$ cat config.mk
export PLATFORM = sky130hd
export DESIGN_NAME = imem_loader
export DESIGN_NICKNAME = d
export VERILOG_FILES = /design/src/rtl/imem_loader.sv
export SDC_FILE = /design/constraint.sdc
export NUM_CORES = 1
export LEC_CHECK = 0
export CORE_MARGIN = 10
export CORE_UTILIZATION = 55
export CTS_CLUSTER_SIZE = 12
export DETAILED_ROUTE_END_ITERATION = 12
export PLACE_DENSITY = 0.8
export SLEW_MARGIN = 40
export SYNTH_ARGS = -nofsm -noshare
export SYNTH_HDL_FRONTEND = slang
export SYNTH_SLANG_ARGS = --single-unit
$ cat constraint.sdc
create_clock -name clk -period 4.4 [get_ports clk]
set_input_delay 0.44 -clock clk [delete_from_list [all_inputs] [get_ports clk]]
set_output_delay 0.44 -clock clk [all_outputs]
set_load 0.03 [all_outputs]
$ cat src/rtl/imem_loader.sv
// imem_loader: packs a little-endian byte stream into instruction-memory words, verifies a trailing XOR checksum and gates core reset
module imem_loader #(
  parameter int ADDR_W    = 5,
  parameter int NUM_WORDS = 32
) (
  input  logic              clk,
  input  logic              rst_n,
  input  logic              start,
  input  logic              byte_valid,
  input  logic [7:0]        byte_data,
  output logic              byte_ready,
  output logic              we,
  output logic [ADDR_W-1:0] waddr,
  output logic [31:0]       wdata,
  output logic              busy,
  output logic              done,
  output logic              err,
  output logic              core_hold
);
  typedef enum logic [2:0] {IDLE, RECV, WRITE, CHECK, DONE, ERR} state_t;
  localparam logic [ADDR_W-1:0] LAST = ADDR_W'(NUM_WORDS - 1);
  state_t            r_state;
  logic [1:0]        r_idx;
  logic [ADDR_W-1:0] r_widx;
  logic [7:0]        r_csum;
  logic [23:0]       r_word;
  logic              r_ck_got;
  logic              r_ck_ok;
  logic              w_acc;
  assign w_acc = byte_valid & byte_ready;
  always_ff @(posedge clk or negedge rst_n) begin
    if (!rst_n) begin
      r_state    <= IDLE;
      r_idx      <= '0;
      r_widx     <= '0;
      r_csum     <= '0;
      r_word     <= '0;
      r_ck_got   <= 1'b0;
      r_ck_ok    <= 1'b0;
      byte_ready <= 1'b0;
      we         <= 1'b0;
      waddr      <= '0;
      wdata      <= '0;
      busy       <= 1'b0;
      done       <= 1'b0;
      err        <= 1'b0;
      core_hold  <= 1'b1;
    end else begin
      we <= 1'b0;
      case (r_state)
        IDLE, DONE, ERR: if (start) begin
          r_state    <= RECV;
          r_idx      <= '0;
          r_widx     <= '0;
          r_csum     <= '0;
          byte_ready <= 1'b1;
          busy       <= 1'b1;
          done       <= 1'b0;
          err        <= 1'b0;
          core_hold  <= 1'b1;
        end
        RECV: if (w_acc) begin
          r_csum <= r_csum ^ byte_data;
          r_idx  <= r_idx + 2'd1;
          if (r_idx == 2'd3) begin
            wdata      <= {byte_data, r_word};
            waddr      <= r_widx;
            we         <= 1'b1;
            byte_ready <= 1'b0;
            r_state    <= WRITE;
          end else begin
            r_word[8*r_idx +: 8] <= byte_data;
          end
        end
        WRITE: begin
          byte_ready <= 1'b1;
          r_ck_got   <= 1'b0;
          r_state    <= (r_widx == LAST) ? CHECK : RECV;
          r_widx     <= (r_widx == LAST) ? r_widx : r_widx + 1'b1;
        end
        CHECK: if (r_ck_got) begin
          // the verdict is published one cycle after the checksum byte lands
          r_state   <= r_ck_ok ? DONE : ERR;
          busy      <= 1'b0;
          done      <= r_ck_ok;
          err       <= ~r_ck_ok;
          core_hold <= ~r_ck_ok;
        end else if (w_acc) begin
          r_ck_got   <= 1'b1;
          r_ck_ok    <= (byte_data == r_csum);
          byte_ready <= 1'b0;
        end
        default: r_state <= IDLE;
      endcase
    end
  end
endmodule

==> impl_metrics.env, run 1 <==
export IMPL_synth_seq_cells=87
export IMPL_yosysWarnings=0
export IMPL_die_area_mm2=0.0108
export IMPL_critPathMaxFanout=38
export IMPL_grt_max_degree=88
export IMPL_setup_violations=0
export IMPL_antenna_found_initial=0
export IMPL_maxSlewViolCount=0
export IMPL_gr_total_overflow=0
export IMPL_path_clk_slew_ns=0.09
export IMPL_nNetsFinal=405
export IMPL_insertion_delay_ns=0.36
export IMPL_grt_pass1_vias=2698
export IMPL_cts_made_buffers=9
export IMPL_fin_skew_ns=0.00647
export IMPL_relSlewSlack=0.511
export IMPL_synth_cell_type_count=39
export IMPL_syn_inst=336
export IMPL_die_y_um=104
export IMPL_area_delta_synth_final_pct=19.9
export IMPL_status="completed"
export IMPL_core_area_mm2=0.00683
export IMPL_synth_edf_count=0
export IMPL_io_pins=55
export IMPL_place_gp_congestion=0.827
export IMPL_design_power_total_w=0.00273
export IMPL_cts_root_buf="clkbuf_8"
export IMPL_io_buffers=54
export IMPL_syn_nets=355
export IMPL_critPathCaptureType="flop"
export IMPL_placed_cells=471
export IMPL_layout_worst_path_cycle_share=0.506
export IMPL_drtPass1Iterations=4
export IMPL_p_leak_nw=2.11
export IMPL_hpwl_um=5370
export IMPL_clockBufferDepth=2
export IMPL_fmax_ghz=0.449
export IMPL_layout_min_cycle_time_ns=2.23
export IMPL_ys_flop_type="dfrtp_1"
export IMPL_htreeDepth=3
export IMPL_maxCapViolCount=0
export IMPL_clock_sinks=87
export IMPL_hold_class="in2async"
export IMPL_final_hold_viol_count=0
export IMPL_tritoncts="yes"
export IMPL_viasPerCell=5.51
export IMPL_hold_buffers=0
export IMPL_layoutNonFillerInstCount=487
export IMPL_worst_slack_ns=2.17
export IMPL_path_class="reg2reg"
export IMPL_num_fill_cells=544
export IMPL_drive_above_1_share=0.118
export IMPL_worst_slew_pin_slew_ns=0.733
export IMPL_async_flop_share=1.00
export IMPL_cts_resized=0
export IMPL_netlist_area_mm2=0.00387
export IMPL_drc=0
export IMPL_track_usage=0.151
export IMPL_powerDensity_mw_per_mm2=588
export IMPL_ff2ff_path_depth=5
export IMPL_crit_required_ns=4.65
export IMPL_rows=30
export IMPL_syn_area_per_cell_um2=11.5
export IMPL_peakVddDrop_mv=0.325
export IMPL_postCtsSetupBuffers=0
export IMPL_cp_arrival_ns=2.47
export IMPL_antenna_left=0
export IMPL_die_w_um=104
export IMPL_drtIter0Drc=132
export IMPL_wl_per_cell_um=16.3
export IMPL_pre_cts_ws_ns=1.89
export IMPL_finalHoldWorstSlack_ns=0.109
export IMPL_num_vias=2681
export IMPL_grt_pass1_wl_um=13500
export IMPL_worst_setup_path_start_kind="flop"
export IMPL_initial_utilization=0.567
export IMPL_fin_tns_setup_ns=0
export IMPL_wl_um=7950
export IMPL_ys_seq_area_frac=0.562
export IMPL_rsz0062_at_grt="false"
export IMPL_antennaDiodeCount=0
[placed cells by master, fill, tap and decap left out, types with 3 or more instances in the layout]
cell type         n
mux2_2           20
mux2_1           21
nor3b_1          18
o21ai_0          30
dfrtp_1          86
o211ai_1          3
clkinvlp_4        4
a21oi_1           3
nor3b_2           3
nand3_1           5
ha_1              7
clkdlybuf4s50_1  53
nor2_1           11
nand2b_1          5
xor2_1           10
clkbuf_8         11
a211o_1           8
inv_1             6
nor3_1            6
nand2_1          54
a311oi_1          4
[through the flow]
step / util / instance area [um^2]
6_report: 0.680 / 4640
3_3_place_gp: 0.650 / 4440
2_1_floorplan: - / 3870
3_5_place_dp: 0.652 / 4460
4_1_cts: 0.679 / 4640
5_1_grt: 0.680 / 4640
[path summary, 6_finish.rpt]
kind | start | end | slack (ns)
worst max register to register | r_state[0]$_DFFE_PN0P_ | wdata[27]$_DFFE_PN0P_ | 2.17
max in group asynchronous | rst_n | r_idx[0]$_DFFE_PN0P_ | 3.82
worst min-delay path | rst_n | r_widx[0]$_DFFE_PN0P_ | 0.11
min in group clk | r_word[19]$_DFFE_PN0P_ | r_word[19]$_DFFE_PN0P_ | 0.48
worst min register to register | r_word[19]$_DFFE_PN0P_ | r_word[19]$_DFFE_PN0P_ | 0.48
worst max-delay path | r_state[0]$_DFFE_PN0P_ | wdata[27]$_DFFE_PN0P_ | 2.17
[layout make-up]
cell class	count	area [um^2]	area share
clock buffers	10	138	0.0296
clock inverters	6	43.8	0.00943
inverters	6	22.5	0.00485
multi-input cells	227	1590	0.342
flip-flops and latches	87	2180	0.469
well taps	96	120	0.0259
repair buffers	55	552	0.119
[critical path: stages (launching register included)]
cell	delay (ns)
dfrtp_1	0.65
and3_1	0.36
nand2_2	0.11
nor3_4	0.11
buf_4	0.45
mux2_2	0.40
[routing by layer]
layer | GRT usage | share of wire | up-vias
met2 | 0.234 | 0.48 | 51
met5 | 0 | 0 | -
li1 | - | - | 1284
met4 | 0.0626 | 0.019 | 0
met3 | 0.0465 | 0.053 | 17
met1 | 0.191 | 0.45 | 1329
[kinds of logic after synthesis]
logic type	Yosys count	synth area share
simple gates	114	0.151
flops	87	0.562
compound gates	55	0.0907
mux	41	0.119
buf+inv	22	0.0313
xor+xnor	10	0.0226
fa+ha+maj	7	0.0226
[where the power goes]
part           total (W)  switching, W  internal, W  leakage, nW
clock           0.000511      0.000290     0.000221       0.0809
combinational   0.000979      0.000551     0.000428        0.855
sequential       0.00124      0.000198      0.00104         1.17
total            0.00273       0.00104      0.00169         2.11
[synth_stat cells, types with 2 or more instances]
cell type	n	share of area
nand2b_1	5	0.0081
and3_1	2	0.0032
buf_4	2	0.0039
a211o_1	8	0.018
nor3b_1	21	0.041
a221o_1	2	0.0052
o211ai_1	3	0.0058
xor2_1	10	0.023
nand2_1	54	0.052
inv_1	6	0.0058
nand3_1	5	0.0065
dfrtp_1	86	0.56
mux2_2	20	0.058
clkbuf_1	3	0.0029
nor4_1	2	0.0032
a311oi_1	4	0.0090
mux2_1	21	0.061
nor3_1	6	0.0077
buf_2	7	0.0090
a21oi_1	3	0.0039
buf_6	3	0.0087
ha_1	7	0.023
nor2_1	11	0.011
o21ai_0	30	0.039
[flip-flops by register name (all words and copies together), names as in the netlist, 2 cells and up]
register	flops
wdata	32
waddr	5
r_idx	2
r_csum	8
r_widx	5
r_state	3
r_word	24
No activity file was read; power rests on OpenSTA's default activity.
==> run 2: changes to the inputs <==
CORE_UTILIZATION = 49   (was 55)
PLACE_DENSITY = 0.76   (was 0.8)
clock period = 2 ns   (was 4.4 ns; I/O delays follow)
==> run 2 against run 1 <==
Effect of this change:
- worst setup slack worse by 2.0 ns
- sequential power is 120% higher
- total power is 130% higher
- clock power grew to 2.8 times the previous value
==> impl_metrics.env, run 2 (synthesized netlist as in run 1, its figures left out) <==
export IMPL_die_area_mm2=0.0119
export IMPL_fin_skew_ns=0.0115
export IMPL_grt_pass1_vias=2802
export IMPL_antenna_found_initial=0
export IMPL_critPathCaptureType="flop"
export IMPL_slowest_delay_ns=0.42
export IMPL_antenna_left=0
export IMPL_setup_violations=0
export IMPL_path_class="reg2reg"
export IMPL_largest_register_ffs=32
export IMPL_worst_slew_pin_slew_ns=0.446
export IMPL_wl_um=8270
export IMPL_crit_required_ns=2.24
export IMPL_viasPerCell=5.37
export IMPL_multi_input_area_mm2=0.00158
export IMPL_insertion_delay_ns=0.36
export IMPL_relSlewSlack=0.703
export IMPL_maxSlewViolCount=0
export IMPL_place_gp_congestion=0.828
export IMPL_cts_made_buffers=9
export IMPL_crit_top_cell="ha_1"
export IMPL_p_leak_nw=2.26
export IMPL_status="completed"
export IMPL_finalHoldWorstSlack_ns=0.319
export IMPL_core_area_mm2=0.00773
export IMPL_nNetsFinal=430
export IMPL_die_y_um=109
export IMPL_drtPass1Iterations=4
export IMPL_drtIter0Drc=80
export IMPL_grt_max_degree=46
export IMPL_num_vias=2778
export IMPL_tritoncts="yes"
export IMPL_powerDensity_mw_per_mm2=1310
export IMPL_hold_class="in2async"
export IMPL_drc=0
export IMPL_critPathMaxFanout=4
export IMPL_fin_tns_setup_ns=0
export IMPL_slowest_stage="dfrtp_1"
export IMPL_clockBufferDepth=2
export IMPL_largest_register="wdata"
export IMPL_layout_area_seq_mm2=0.00218
export IMPL_most_common_layout_cells="86 x dfrtp_1, 54 x nand2_1, 53 x clkdlybuf4s50_1"
export IMPL_cp_top_family="simple AND/OR/NAND/NOR gates"
export IMPL_wl_per_cell_um=16.0
export IMPL_rsz0062_at_grt="false"
export IMPL_reg_top3="wdata (32), r_word (24), r_csum (8)"
export IMPL_rows=32
export IMPL_io_buffers=54
export IMPL_cts_root_buf="clkbuf_8"
export IMPL_peakVddDrop_mv=0.754
export IMPL_fmax_ghz=0.535
export IMPL_hpwl_um=5960
export IMPL_worst_setup_path_start_kind="flop"
export IMPL_maxCapViolCount=0
export IMPL_layout_worst_path_cycle_share=0.934
export IMPL_area_delta_synth_final_pct=26.7
export IMPL_htreeDepth=3
export IMPL_path_buf_inv=0
export IMPL_io_pins=55
export IMPL_final_common_cell="dfrtp_1"
export IMPL_clock_sinks=87
export IMPL_drive_above_1_share=0.157
export IMPL_final_hold_viol_count=0
export IMPL_cp_arrival_ns=2.11
export IMPL_track_usage=0.149
export IMPL_die_w_um=109
export IMPL_grt_pass1_wl_um=14000
export IMPL_path_clk_slew_ns=0.08
export IMPL_gr_total_overflow=0
export IMPL_layout_min_cycle_time_ns=1.87
export IMPL_antennaDiodeCount=0
export IMPL_reg2reg_setup_slack_ns=0.13
export IMPL_num_fill_cells=607
export IMPL_initial_utilization=0.501
export IMPL_path_cells="ha_1, and3_1, ha_1, nor4b_4, nor2_1, mux2_1"
run 2: changes by cell type in the layout (fill, tap and decap cells not counted), sizes merged:
| cell | delta |
|---|---|
| buf | +25 |
| clkinvlp | -4 |
| bufinv | +3 |
| clkbuf | -1 |
| clkinv | +1 |
| dlygate4sd3 | +1 |
| inv | -1 |
run 2: cell type report:
| type | count | share of cell area |
|---|---|---|
| clock inverter | 5 | 0.0219 |
| inverter | 6 | 0.00459 |
| tap | 102 | 0.0260 |
| sequential | 87 | 0.444 |
| timing repair buffer | 80 | 0.155 |
| clock buffer | 10 | 0.0260 |
| multi-input combinational | 227 | 0.323 |
run 2: metrics by stage:
stage / std cells / setup slack [ns] / total power (W) / instance area [um^2] / utilization
floorplan: 336 / 0.185 / 0.00410 / 3870 / -
global placement: 501 / 0.0894 / 0.00492 / 4650 / 0.602
detailed placement: 501 / 0.0139 / 0.00502 / 4650 / 0.602
CTS: 517 / 0.0721 / 0.00646 / 4900 / 0.634
global route: 517 / 0.00571 / 0.00685 / 4910 / 0.635
finish: 517 / 0.132 / 0.00641 / 4910 / 0.635
run 2: power by group:
| group | internal (W) | switching (W) |
|---|---|---|
| combinational | 0.00103 | 0.00125 |
| clock | 0.000827 | 0.000615 |
| sequential | 0.00229 | 0.000398 |
| total | 0.00415 | 0.00226 |
run 2: path summary, 6_finish.rpt:
kind | cells past startpoint | from | to
max | 6 | r_widx[1]$_DFFE_PN0P_ | r_widx[4]$_DFFE_PN0P_
min | 2 | rst_n | busy$_DFFE_PN0P_
max reg2reg | 6 | r_widx[1]$_DFFE_PN0P_ | r_widx[4]$_DFFE_PN0P_
min reg2reg | 2 | r_word[14]$_DFFE_PN0P_ | r_word[14]$_DFFE_PN0P_
max in group asynchronous | 3 | rst_n | r_state[1]$_DFFE_PN0P_
min in group clk | 2 | r_word[14]$_DFFE_PN0P_ | r_word[14]$_DFFE_PN0P_
run 2: timing repair:
item | CTS | global route
hold endpoints to repair | 29 | 0
hold buffers | 1 | 0
buffers inserted | 0 | 0
gates resized for setup | 0 | 1
endpoints found under the setup margin | 0 | 3
run 2: per-layer routing:
metal / up-vias / wire length [um] / track usage
li1: 1329 / - / -
met1: 1379 / 3520 / 0.182
met2: 58 / 4120 / 0.249
met3: 12 / 511 / 0.0383
met4: 0 / 120 / 0.0546
met5: - / 0 / 0
==> run 3: changes to the inputs <==
CORE_ASPECT_RATIO = 0.8   (was unset)
==> run 3 against run 2 <==
Effect of this change:
- clock power down 5%
- largest cell class unchanged
- wire length about the same
- worst setup slack worse by 0.0076 ns
- critical endpoint unchanged
- non-clock buffer count down 3
==> impl_metrics.env, run 3 (synthesized netlist as in run 1, its figures left out) <==
export IMPL_postCtsSetupBuffers=0
export IMPL_die_area_mm2=0.0119
export IMPL_final_hold_viol_count=0
export IMPL_antennaDiodeCount=0
export IMPL_p_int_w=0.00409
export IMPL_path_cells="ha_1, and3_1, ha_1, nor4b_4, nor2_2, mux2_1"
export IMPL_design_power_total_w=0.00637
export IMPL_gr_total_overflow=0
export IMPL_num_vias=2736
export IMPL_p_seq_frac=0.425
export IMPL_drc=0
export IMPL_critPathMaxFanout=5
export IMPL_maxCapViolCount=0
export IMPL_nNetsFinal=427
export IMPL_place_gp_congestion=0.831
export IMPL_initial_utilization=0.514
export IMPL_grt_pass1_wl_um=13900
export IMPL_antenna_left=0
export IMPL_clockBufferDepth=2
export IMPL_setup_violations=0
export IMPL_cp_arrival_ns=2.10
export IMPL_core_area_mm2=0.00753
export IMPL_path_clk_slew_ns=0.08
export IMPL_num_fill_cells=606
export IMPL_io_buffers=54
export IMPL_path_class="reg2reg"
export IMPL_hold_class="in2async"
export IMPL_viasPerCell=5.28
export IMPL_hpwl_um=5950
export IMPL_crit_top_cell="ha_1"
export IMPL_switching_share=0.358
export IMPL_cts_made_buffers=9
export IMPL_drtPass1Iterations=5
export IMPL_layout_min_cycle_time_ns=1.88
export IMPL_fmax_ghz=0.533
export IMPL_drive_above_1_share=0.157
export IMPL_reg_top3="wdata (32), r_word (24), r_csum (8)"
export IMPL_status="completed"
export IMPL_wl_um=8260
export IMPL_die_y_um=99.5
export IMPL_grt_max_degree=42
export IMPL_clockPowerShare=0.215
export IMPL_p_comb_frac=0.360
export IMPL_wl_per_cell_um=15.9
export IMPL_peakVddDrop_mv=0.727
export IMPL_relSlewSlack=0.686
export IMPL_slowest_delay_ns=0.42
export IMPL_area_delta_synth_final_pct=26.8
export IMPL_switchingPower_w=0.00228
export IMPL_post_route_util=0.652
export IMPL_rows=28
export IMPL_fin_skew_ns=0.00566
export IMPL_largest_register_ffs=32
export IMPL_clock_sinks=87
export IMPL_p_leak_nw=2.25
export IMPL_worst_setup_path_start_kind="flop"
export IMPL_final_common_cell="dfrtp_1"
export IMPL_most_common_layout_cells="86 x dfrtp_1, 54 x nand2_1, 53 x clkdlybuf4s50_1"
export IMPL_antenna_found_initial=0
export IMPL_fin_tns_setup_ns=0
export IMPL_critPathCaptureType="flop"
export IMPL_io_pins=55
export IMPL_slowest_stage="dfrtp_1"
export IMPL_critPathLaunch="r_widx[0]$_DFFE_PN0P_"
export IMPL_die_w_um=119
export IMPL_powerDensity_mw_per_mm2=1300
export IMPL_crit_required_ns=2.23
export IMPL_drtIter0Drc=174
export IMPL_worst_slew_pin_slew_ns=0.471
export IMPL_reg2reg_from="r_widx[0]$_DFFE_PN0P_"
export IMPL_largest_register="wdata"
export IMPL_htreeDepth=3
export IMPL_rsz0062_at_grt="false"
export IMPL_layout_worst_path_cycle_share=0.938
export IMPL_tritoncts="yes"
export IMPL_grt_pass1_vias=2770
export IMPL_insertion_delay_ns=0.34
export IMPL_cts_root_buf="clkbuf_8"
export IMPL_track_usage=0.142
export IMPL_maxSlewViolCount=0
[run 3: cell types whose count changed in the layout (fill, tap and decap cells not counted), sizes merged]
cell,previous run,this run
buf,26,23
bufinv,3,2
clkinvlp,0,1
inv,6,7
[run 3: metrics by stage]
stage / instances / hold slack, ns / area, um^2 / setup slack, ns
finish: 518 / 0.276 / 4910 / 0.124
global route: 518 / 0.278 / 4910 / 0.0101
CTS: 518 / 0.273 / 4900 / 0.0575
detailed placement: 501 / 0.105 / 4660 / 0.0730
global placement: 501 / 0.109 / 4660 / 0.134
floorplan: 336 / -0.0956 / 3870 / 0.185
[run 3: power by group through the flow]
stage                     Clock [W]  Combinational (W)  Sequential, W
after floorplan                   0            0.00107        0.00303
after global placement            0            0.00224        0.00270
after detailed placement          0            0.00231        0.00273
after CTS                   0.00140            0.00232        0.00270
after global routing        0.00148            0.00253        0.00279
final                       0.00137            0.00229        0.00270
[run 3: final cells by class]
cell class / instances / area [um^2] / share of cell area
inverters: 6 / 22.5 / 0.00458
flip-flops and latches: 87 / 2180 / 0.443
multi-input cells: 227 / 1590 / 0.323
repair buffers: 77 / 763 / 0.155
clock buffers: 10 / 138 / 0.0280
clock inverters: 6 / 92.6 / 0.0188
well taps: 105 / 131 / 0.0267
[run 3: final timing paths]
check,end,slack [ns],cells after the start
setup reg to reg,r_widx[4]$_DFFE_PN0P_,0.12,6
setup / recovery,r_widx[4]$_DFFE_PN0P_,0.12,6
hold / removal,wdata[4]$_DFFE_PN0P_,0.28,2
max in group asynchronous,wdata[8]$_DFFE_PN0P_,1.09,3
min in group clk,r_word[6]$_DFFE_PN0P_,0.48,2
hold reg to reg,r_word[6]$_DFFE_PN0P_,0.48,2
[run 3: per-layer routing]
metal,up-vias,part of all wire,global-route usage
met2,80,0.44,0.216
met4,0,0.012,0.0380
li1,1323,-,-
met1,1321,0.46,0.186
met5,-,0,0
met3,12,0.083,0.0548
[run 3: what timing repair did]
action | 4_1_cts | 5_1_grt
hold buffers | 1 | 0
resized for setup | 0 | 2
hold endpoints to repair | 20 | 0
endpoints found under the setup margin | 0 | 3
[run 3: worst max-delay path: cells and delay by family (launching register included)]
kind	cells	cell delay (ns)
multiplexers	1	0.32
adder cells (fa/ha/maj)	2	0.44
flip-flops	1	0.42
AND/OR/NAND/NOR	3	0.57
